## src/rtl/dom1_skinny_fpga_iobuf_if.sv

```systemverilog
// Byte-serial host/core bus for the DOM1 SKINNY I/O buffer.
// master: test protocol FSM plus masked core (drives strobes, result, done).
// slave:  the I/O buffer itself.
interface dom1_skinny_fpga_iobuf_if #(
  parameter int NBYTES = 112
);
  logic [7:0]          di_data;
  logic                iwr;
  logic                ord;
  logic                core_rst;
  logic                core_done;
  logic [8*NBYTES-1:0] core_dout;
  logic [8*NBYTES-1:0] core_din;
  logic [7:0]          do_data;
  logic                full;
  logic                drained;
  logic                err;

  modport master (
    output di_data, iwr, ord, core_rst, core_done, core_dout,
    input  core_din, do_data, full, drained, err
  );

  modport slave (
    input  di_data, iwr, ord, core_rst, core_done, core_dout,
    output core_din, do_data, full, drained, err
  );
endinterface

```

## src/rtl/dom1_skinny_fpga_iobuf.sv

```systemverilog
// Byte-serial I/O buffer between the FPGA test protocol FSM and the masked
// SKINNY-128/384+ core. Host bytes shift in LSB-side; the core sees the whole
// register in parallel (byte 0 = MSB). On core completion the result is
// captured once and shifted back out MSB-first.
//
// Optional build: define DOM1_IOBUF_ZEROIZE_EN to clear the buffer on
// core_rst and on the read that drains the last byte, so key and mask shares
// never linger in the register after use.
//
// state   | meaning
// --------+----------------------------------------------------------
// ST_LOAD | no result captured; writes accepted, reads are errors
// ST_CAPT | core result captured; reads shift it out until drained
module dom1_skinny_fpga_iobuf #(
  parameter int NBYTES = 112
) (
  input logic                     clk,
  input logic                     rst,
  dom1_skinny_fpga_iobuf_if.slave bus
);

  localparam int        W      = 8 * NBYTES;
  localparam logic [7:0] NB    = 8'(NBYTES);
  localparam logic [7:0] NB_M1 = 8'(NBYTES - 1);

  typedef enum logic {
    ST_LOAD = 1'b0,
    ST_CAPT = 1'b1
  } state_t;

  state_t         state_q, state_d;
  logic [W-1:0]   data_q,  data_d;
  logic [7:0]     wcnt_q,  wcnt_d;
  logic [7:0]     rcnt_q,  rcnt_d;
  logic           err_q,   err_d;

  logic           full_w;
  logic           drained_w;
  logic           cap_ev_w;

  assign full_w    = (wcnt_q == NB);
  assign drained_w = (state_q == ST_CAPT) && (rcnt_q == NB);
  // A write or core restart in the same cycle blocks capture; done is a level,
  // so only the first cycle after entering ST_LOAD's done window captures.
  assign cap_ev_w  = bus.core_done && (state_q == ST_LOAD) && !bus.iwr && !bus.core_rst;

  // State, buffer and counters; everything clears on reset, nothing retained.
  always_ff @(posedge clk or posedge rst) begin
    if (rst) begin
      state_q <= ST_LOAD;
      data_q  <= '0;
      wcnt_q  <= '0;
      rcnt_q  <= '0;
      err_q   <= 1'b0;
    end else begin
      state_q <= state_d;
      data_q  <= data_d;
      wcnt_q  <= wcnt_d;
      rcnt_q  <= rcnt_d;
      err_q   <= err_d;
    end
  end

  // Strobe priority: core_rst, then iwr, then capture, then ord.
  always_comb begin
    state_d = state_q;
    data_d  = data_q;
    wcnt_d  = wcnt_q;
    rcnt_d  = rcnt_q;
    err_d   = err_q;

    if (bus.core_rst) begin
      wcnt_d  = '0;
      rcnt_d  = '0;
      state_d = ST_LOAD;
`ifdef DOM1_IOBUF_ZEROIZE_EN
      data_d  = '0;
`endif
    end else if (bus.iwr) begin
      // Overflowing write still shifts (oldest byte falls off the MSB end).
      data_d = {data_q[W-9:0], bus.di_data};
      if (full_w) begin
        err_d = 1'b1;
      end else begin
        wcnt_d = wcnt_q + 8'd1;
      end
      if (bus.ord) begin
        err_d = 1'b1;
      end
    end else if (cap_ev_w) begin
      data_d  = bus.core_dout;
      state_d = ST_CAPT;
      rcnt_d  = '0;
      if (bus.ord) begin
        err_d = 1'b1;
      end
    end else if (bus.ord) begin
      if ((state_q == ST_LOAD) || drained_w) begin
        err_d = 1'b1;
      end else begin
        data_d = {data_q[W-9:0], 8'h00};
        rcnt_d = rcnt_q + 8'd1;
`ifdef DOM1_IOBUF_ZEROIZE_EN
        if (rcnt_q == NB_M1) begin
          data_d = '0;
        end
`endif
      end
    end
  end

  // Outputs come straight from registers.
  always_comb begin
    bus.core_din = data_q;
    bus.do_data  = data_q[W-1 -: 8];
    bus.full     = full_w;
    bus.drained  = drained_w;
    bus.err      = err_q;
  end

endmodule

```

## src/flat_wrapper.sv

```systemverilog
// flat-port wrapper written by rule: the top's interface ports become plain ports
module dom1_skinny_fpga_iobuf_flat 
#(
  parameter int NBYTES = 112
)
  (clk, rst, bus_di_data, bus_iwr, bus_ord, bus_core_rst, bus_core_done, bus_core_dout, bus_core_din, bus_do_data, bus_full, bus_drained, bus_err);
  dom1_skinny_fpga_iobuf_if #(.NBYTES(NBYTES)) bus_i ();
  input logic clk;
  input logic rst;
  input wire logic [$bits(bus_i.di_data)-1:0] bus_di_data;
  input wire logic [$bits(bus_i.iwr)-1:0] bus_iwr;
  input wire logic [$bits(bus_i.ord)-1:0] bus_ord;
  input wire logic [$bits(bus_i.core_rst)-1:0] bus_core_rst;
  input wire logic [$bits(bus_i.core_done)-1:0] bus_core_done;
  input wire logic [$bits(bus_i.core_dout)-1:0] bus_core_dout;
  output wire logic [$bits(bus_i.core_din)-1:0] bus_core_din;
  output wire logic [$bits(bus_i.do_data)-1:0] bus_do_data;
  output wire logic [$bits(bus_i.full)-1:0] bus_full;
  output wire logic [$bits(bus_i.drained)-1:0] bus_drained;
  output wire logic [$bits(bus_i.err)-1:0] bus_err;
  assign bus_i.di_data = bus_di_data;
  assign bus_i.iwr = bus_iwr;
  assign bus_i.ord = bus_ord;
  assign bus_i.core_rst = bus_core_rst;
  assign bus_i.core_done = bus_core_done;
  assign bus_i.core_dout = bus_core_dout;
  assign bus_core_din = bus_i.core_din;
  assign bus_do_data = bus_i.do_data;
  assign bus_full = bus_i.full;
  assign bus_drained = bus_i.drained;
  assign bus_err = bus_i.err;
  dom1_skinny_fpga_iobuf #(.NBYTES(NBYTES)) u_core (.clk(clk), .rst(rst), .bus(bus_i));
endmodule
```

## config.mk

```make
export PLATFORM = sky130hd
export DESIGN_NAME = dom1_skinny_fpga_iobuf_flat
export DESIGN_NICKNAME = d
export VERILOG_FILES = /design/src/rtl/dom1_skinny_fpga_iobuf_if.sv /design/src/rtl/dom1_skinny_fpga_iobuf.sv /design/src/flat_wrapper.sv
export SDC_FILE = /design/constraint.sdc
export NUM_CORES = 2
export LEC_CHECK = 0
export ABC_AREA = 1
export CAP_MARGIN = 20
export CORE_AREA = 2 2 712 714
export DETAILED_ROUTE_END_ITERATION = 7
export DIE_AREA = 0 0 714 716
export PLACE_DENSITY = 0.34
export SETUP_SLACK_MARGIN = 0.3
export SYNTH_ARGS = -nofsm -noshare
export SYNTH_HDL_FRONTEND = slang
export SYNTH_SLANG_ARGS = --single-unit
```

## constraint.sdc

```tcl
create_clock -name clk -period 38.3 [get_ports clk]
set_input_delay 3.83 -clock clk [delete_from_list [all_inputs] [get_ports clk]]
set_output_delay 3.83 -clock clk [all_outputs]
set_load 0.005 [all_outputs]
```

# Word-level counts from Yosys, hierarchy flattened
# Index checks and enable logic that the tools add are counted.
[totals]
regBits = 914
out_inout_bits = 907
elab_cells = 56
input_bits = 910
[classes]
n_addsub = 2
n_reduce_logical = 19
n_bitwise = 2
n_mux = 22
n_eq_ne = 6
[ops]
columns = ["operator", "count"]
rows = [
  ["$mux 896", 4],
  ["$mux 8", 8],
  ["$add 8x1->8 const B", 2],
  ["$eq 8x7->1 const B", 2],
  ["$mux 1", 10],
  ["$reduce_bool 3->1", 3],
  ["$reduce_bool 2->1", 4],
  ["$ne 3x2->1 const B", 2],
  ["$reduce_and 3->1", 2],
  ["$logic_and 1x1->1", 4],
  ["$reduce_and 2->1", 2],
  ["$reduce_and 4->1", 1],
  ["$logic_not 1->1", 2],
  ["$ne 2x1->1 const B", 1],
  ["$ne 2x2->1 const B", 1],
  ["$not 1->1", 2],
  ["$logic_or 1x1->1", 1],
]

# Depth between registers and ports, before layout
[depth]
ltp_word = 8
mapped_depth = 13
mapped_depth_nobuf = 10

# Worst setup path before layout
# Ideal clock, no wire load.
[synth_timing]
path_type = "input to register"
startpoint = "input port bus_core_rst"
endpoint = "register u_core.data_q[537], in the netlist u_core.bus.core_din[537]"
t_arrival_ps = 5023
stages = 11
setup_slack_ps = 33211
setup_ps = 66
t_required_ps = 38234
n_path_buf = 4
path_cell_list = "buf_2 > inv_4 > nand2_1 > a21oi_2 > nand2_4 > nand2_2 > buf_6 > buf_6 > buf_6 > nand2_1 > nand2_1"
[synth_between]
elab_chain_len = 4
elab_cells_between_ends = 8
cone_classes = "1 x eq/ne; 2 x mux; 1 x bitwise; 4 x reduce/logical"
[synth_lines]
columns = ["element", "line_no", "text"]
rows = [
  ["from (decl)", "flat_wrapper.sv:13", "input wire logic [$bits(bus_i.core_rst)-1:0] bus_core_rst;"],
  ["$logic_not 1->1", "dom1_skinny_fpga_iobuf.sv:45", "assign cap_ev_w = bus.core_done && (state_q == ST_LOAD) && !bus.iwr && !bus.core_rst;"],
  ["$logic_and 1x1->1", "dom1_skinny_fpga_iobuf.sv:45", ""],
  ["$ne 3x2->1 (no line) (tied with other cells)", "-", ""],
  ["$reduce_and 3->1 (no line) / $mux 896 (equally long branches)", "-", ""],
  ["to (signal assigned)", "dom1_skinny_fpga_iobuf.sv:57", "data_q <= data_d;"],
  ["to (decl)", "dom1_skinny_fpga_iobuf.sv:32", "logic [W-1:0] data_q, data_d;"],
]
# Parallel ways exist; a longest one is shown, timed or not.
# A chain may end at the register's enable or synchronous reset.

# Worst setup path after layout
[layout_timing]
startpoint = "input port bus_core_rst"
endpoint = "register u_core.data_q[772], in the netlist u_core.bus.core_din[772]"
# The elaborated chain is that of the path after synthesis.

==> metrics.md <==
| Metric | Value |
|---|---|
| Period minus WS final | 10.57 ns |
| P_leak | 37.0 nW |
| Post-cts sizing count | 0 |
| Share of post-route cells with drive strength above 1 | about 3.5% |
| CP max-delay cell | buf_4 |
| Clk sink count | around 900 |
| CTS clock-pin slew for the worst setup and hold paths | around 0.06 ns |
| Dpl cells | 15000 |
| Post-Syn Area per Cell | 6.99 µm² |
| Status | finished clean |
| CTS max path bufs | 4 |
| Max-slew violations | 0 |
| Sw frac | 38.9% |
| Kind of critical path | in2reg |
| Setup-failing EPs final | 0 |
| Routability cong. | about 0.96 |
| Distinct cells, synth | 25 |
| Most area-hungry cell type in the Yosys netlist | dfrtp_1 |
| CP required | 39.05 ns |
| Syn Inst Count | 6950 |
| Cell mode on critical path | buf_4 |
| Post-DP HPWL | about 380000 µm |
| Register Area | 0.0229 mm² |
| Root Driver | clkbuf_16 |
| Max-slew headroom | 20.9% |
| Power Density | 56.3 mW/mm² |
| Hold Path Class | reg2reg |
| # H-tree levels | 4 |
| Die Y-Extent | 716 µm |
| Post-route insts no fill | ~15000 |
| Hold path cells | 2 |
| CP max FO | between 100 and 150 |
| Die width | approximately 710 µm |
| Cts bufs inserted | 146 |
| Crit start category | input port |
| Worst slack at placement | between 20 and 30 ns |
| Row count | between 200 and 300 |
| Crit path DAT | approximately 11 ns |
| Synth Warn # | 0 |
| Crit path largest cell delay | 0.85 ns |
| Hold buffers post-CTS | 0 |
| Boundary pin count | 1817 |
| Clock share of power | 32.7% |
| Area contributors post-synth | dfrtp_1 47%, nand2_1 21%, nand3_1 9.4%, o21ai_0 9.3%, inv_1 7.1% |
| P&R area growth vs syn | 61.5% |
| Initial antenna violation count | 358 |
| CTS tree | built |
| Overall routing resource usage | between 10% and 20% |
| DIE AREA | roughly 0.51 mm² |
| Via density | 3.48 |
| P_sw | 1.72 mW |
| Maximum vdd ir drop | 0.0271 mV |
| Nets@finish | roughly 9400 |
| DR WL/cell | 29.8 µm |
| Core region area | 0.504 mm² |
| Internal power | ~2.7 mW |
| Vias in the first global route | 51900 |
| Fin. Hold Viols | 0 |
| Flop pwr share | around a third |
| Worst slew pin tran | 1.19 ns |
| Setup TNS | 0 ns |
| Worst skew pair latency | 0.86 ns |
| Final setup margin | around 28 ns |
| CP Cell Sequence | clkdlybuf4s50_1 -> inv_16 -> nand3_4 -> buf_4 -> buf_4 -> buf_4 -> buf_4 -> buf_4 -> buf_4 -> buf_4 -> nand2_1 -> o21ai_0 -> nand3_1 -> nand2_1 |
| Iteration-0 DRC count of the detailed router | 4226 |
| RSZ-0062 raised after global routing | false |
| Synthesis-stage register bit count | 914 |
| Reg2Reg Depth | 13 |
| PortBufs | 1816 |
| Post-synth net total | ~7900 |
| Setup repair bufs after CTS | 0 |
| FILL cells | 57900 |
| First-pass GRT wire length | 580000 µm |
| Area of the multi-input gates | 0.0197 mm² |
| Critical path endpoint category | flip-flop |
| Drt first pass iters | 6 |
| DRC violations left | 0 |
| Seq/Total Area, Yosys | between 40% and 50% |
| Tcrit/Tclk final | 27.6% |
| Largest net degree at the start of global routing | between 200 and 250 |
| Cell area after synthesis | 0.0486 mm² |
| Hold slack | between 0.4 and 0.5 ns |
| WL final | between 400000 and 500000 µm |
| Post-synth top area share | 47.0% |
| Via count | 53600 |
| Worst clock skew | ~0.056 ns |
| Routed Antenna Nets | 0 |
| Fmax | 94.6 MHz |
| Gr ovfl total | 0 |
| Max-cap viol count | 0 |
| Starting Density | between 9 and 10% |
| Total power | 4.42 mW |
| Power share of the combinational group | 33.4% |
[per-stage QoR]
step,instance area [µm²],utilization [%]
global placement,73300,14.6
detailed placement,73300,14.6
finish,78500,15.6
floorplan,48600,-
CTS,78200,15.5
global route,78400,15.6
[worst paths after layout]
check                                    start                       end  slack, ns
worst max-delay path              bus_core_rst  u_core.bus.core_din[772]      27.73
worst min-delay path            u_core.bus.err            u_core.bus.err       0.49
worst max register to register  u_core.state_q  u_core.bus.core_din[772]      31.22
worst min register to register  u_core.bus.err            u_core.bus.err       0.49
max in group asynchronous                  rst  u_core.bus.core_din[216]      31.04
min in group asynchronous                  rst          u_core.wcnt_q[6]       3.42
[layout make-up]
class | instances | share of cell area, %
multi-input cells | 4603 | 25.1
clock buffers | 220 | 5.48
repair buffers | 1899 | 24.1
clock inverters | 33 | 0.706
diodes | 121 | 0.386
inverters | 927 | 4.46
well taps | 6706 | 10.7
flip-flops and latches | 914 | 29.1
[critical path, delay by kind of cell]
family	cells	cell delay, ns
AO/OA/AOI/OAI	1	0.12
buffers and inverters	9	6.04
AND/OR/NAND/NOR	4	0.96
[cell usage after synthesis]
library cell  number
nand2_1         2739
buf_1             14
nand3b_1           1
xnor2_1            1
buf_4             28
nand4_1           12
ha_1               4
buf_6             36
buf_8              2
inv_1            926
buf_2            232
a21oi_2            1
nand2_4            1
clkbuf_1         194
nand2_2            1
or2_2              1
o21ai_0          906
dfrtp_1          914
inv_4              1
o21bai_1           1
xor2_1             2
nand3_2            2
nor2_1            17
a21oi_1            3
nand3_1          911
[state kept, by name, summed over array words and instances (netlist names)]
name,flops
u_core.wcnt_q,8
u_core.rcnt_q,8
u_core.bus.err,1
u_core.bus.core_din,896
u_core.state_q,1
[power groups by stage]
stage	clock [mW]	combinational (mW)	sequential, mW
3_3_place_gp	0	1.52	1.52
4_1_cts	1.51	1.52	1.51
6_report	1.45	1.48	1.50
2_1_floorplan	0	0.452	1.39
3_5_place_dp	0	1.51	1.52
5_1_grt	1.53	1.62	1.53
[kinds of logic (layout without fill, tap and decap cells)]
logic type | after synthesis | count (layout) | synth area share (%)
buf+inv | 1433 | 3079 | 12.5
xor+xnor | 3 | 3 | 0.0541
compound gates | 911 | 911 | 9.39
simple gates | 3685 | 3685 | 30.9
other cells | 0 | 121 | 0
flops | 914 | 914 | 47.0
fa+ha+maj | 4 | 4 | 0.103
[placed cells by master (no fill, tap or decap), types with 2 or more instances in the layout]
| cell | Yosys | layout |
|---|---|---|
| nand2_1 | 2739 | 2739 |
| buf_4 | 28 | 77 |
| nand2_8 | 0 | 2 |
| clkbuf_8 | 0 | 33 |
| inv_6 | 0 | 8 |
| nor2_1 | 17 | 17 |
| xor2_1 | 2 | 2 |
| diode_2 | 0 | 121 |
| inv_1 | 926 | 925 |
| bufinv_16 | 0 | 12 |
| nand4_1 | 12 | 12 |
| a21oi_1 | 3 | 3 |
| inv_16 | 0 | 4 |
| o21ai_0 | 906 | 906 |
| nand3_1 | 911 | 911 |
| clkdlybuf4s50_1 | 0 | 1816 |
| clkbuf_1 | 194 | 39 |
| buf_12 | 0 | 5 |
| dfrtp_1 | 914 | 914 |
| clkbuf_16 | 0 | 148 |
| ha_1 | 4 | 4 |
| clkinv_2 | 0 | 8 |
[metal layers]
layer  global-route usage, %  wire length (µm)  share of wire (%)
met1                    19.2            173000                 38
met2                    28.4            216000                 47
met3                    7.68             48100                 10
met4                    7.41             22400                4.9
met5                       0               711               0.15
Note: power is estimated with default switching activity, not from simulation.
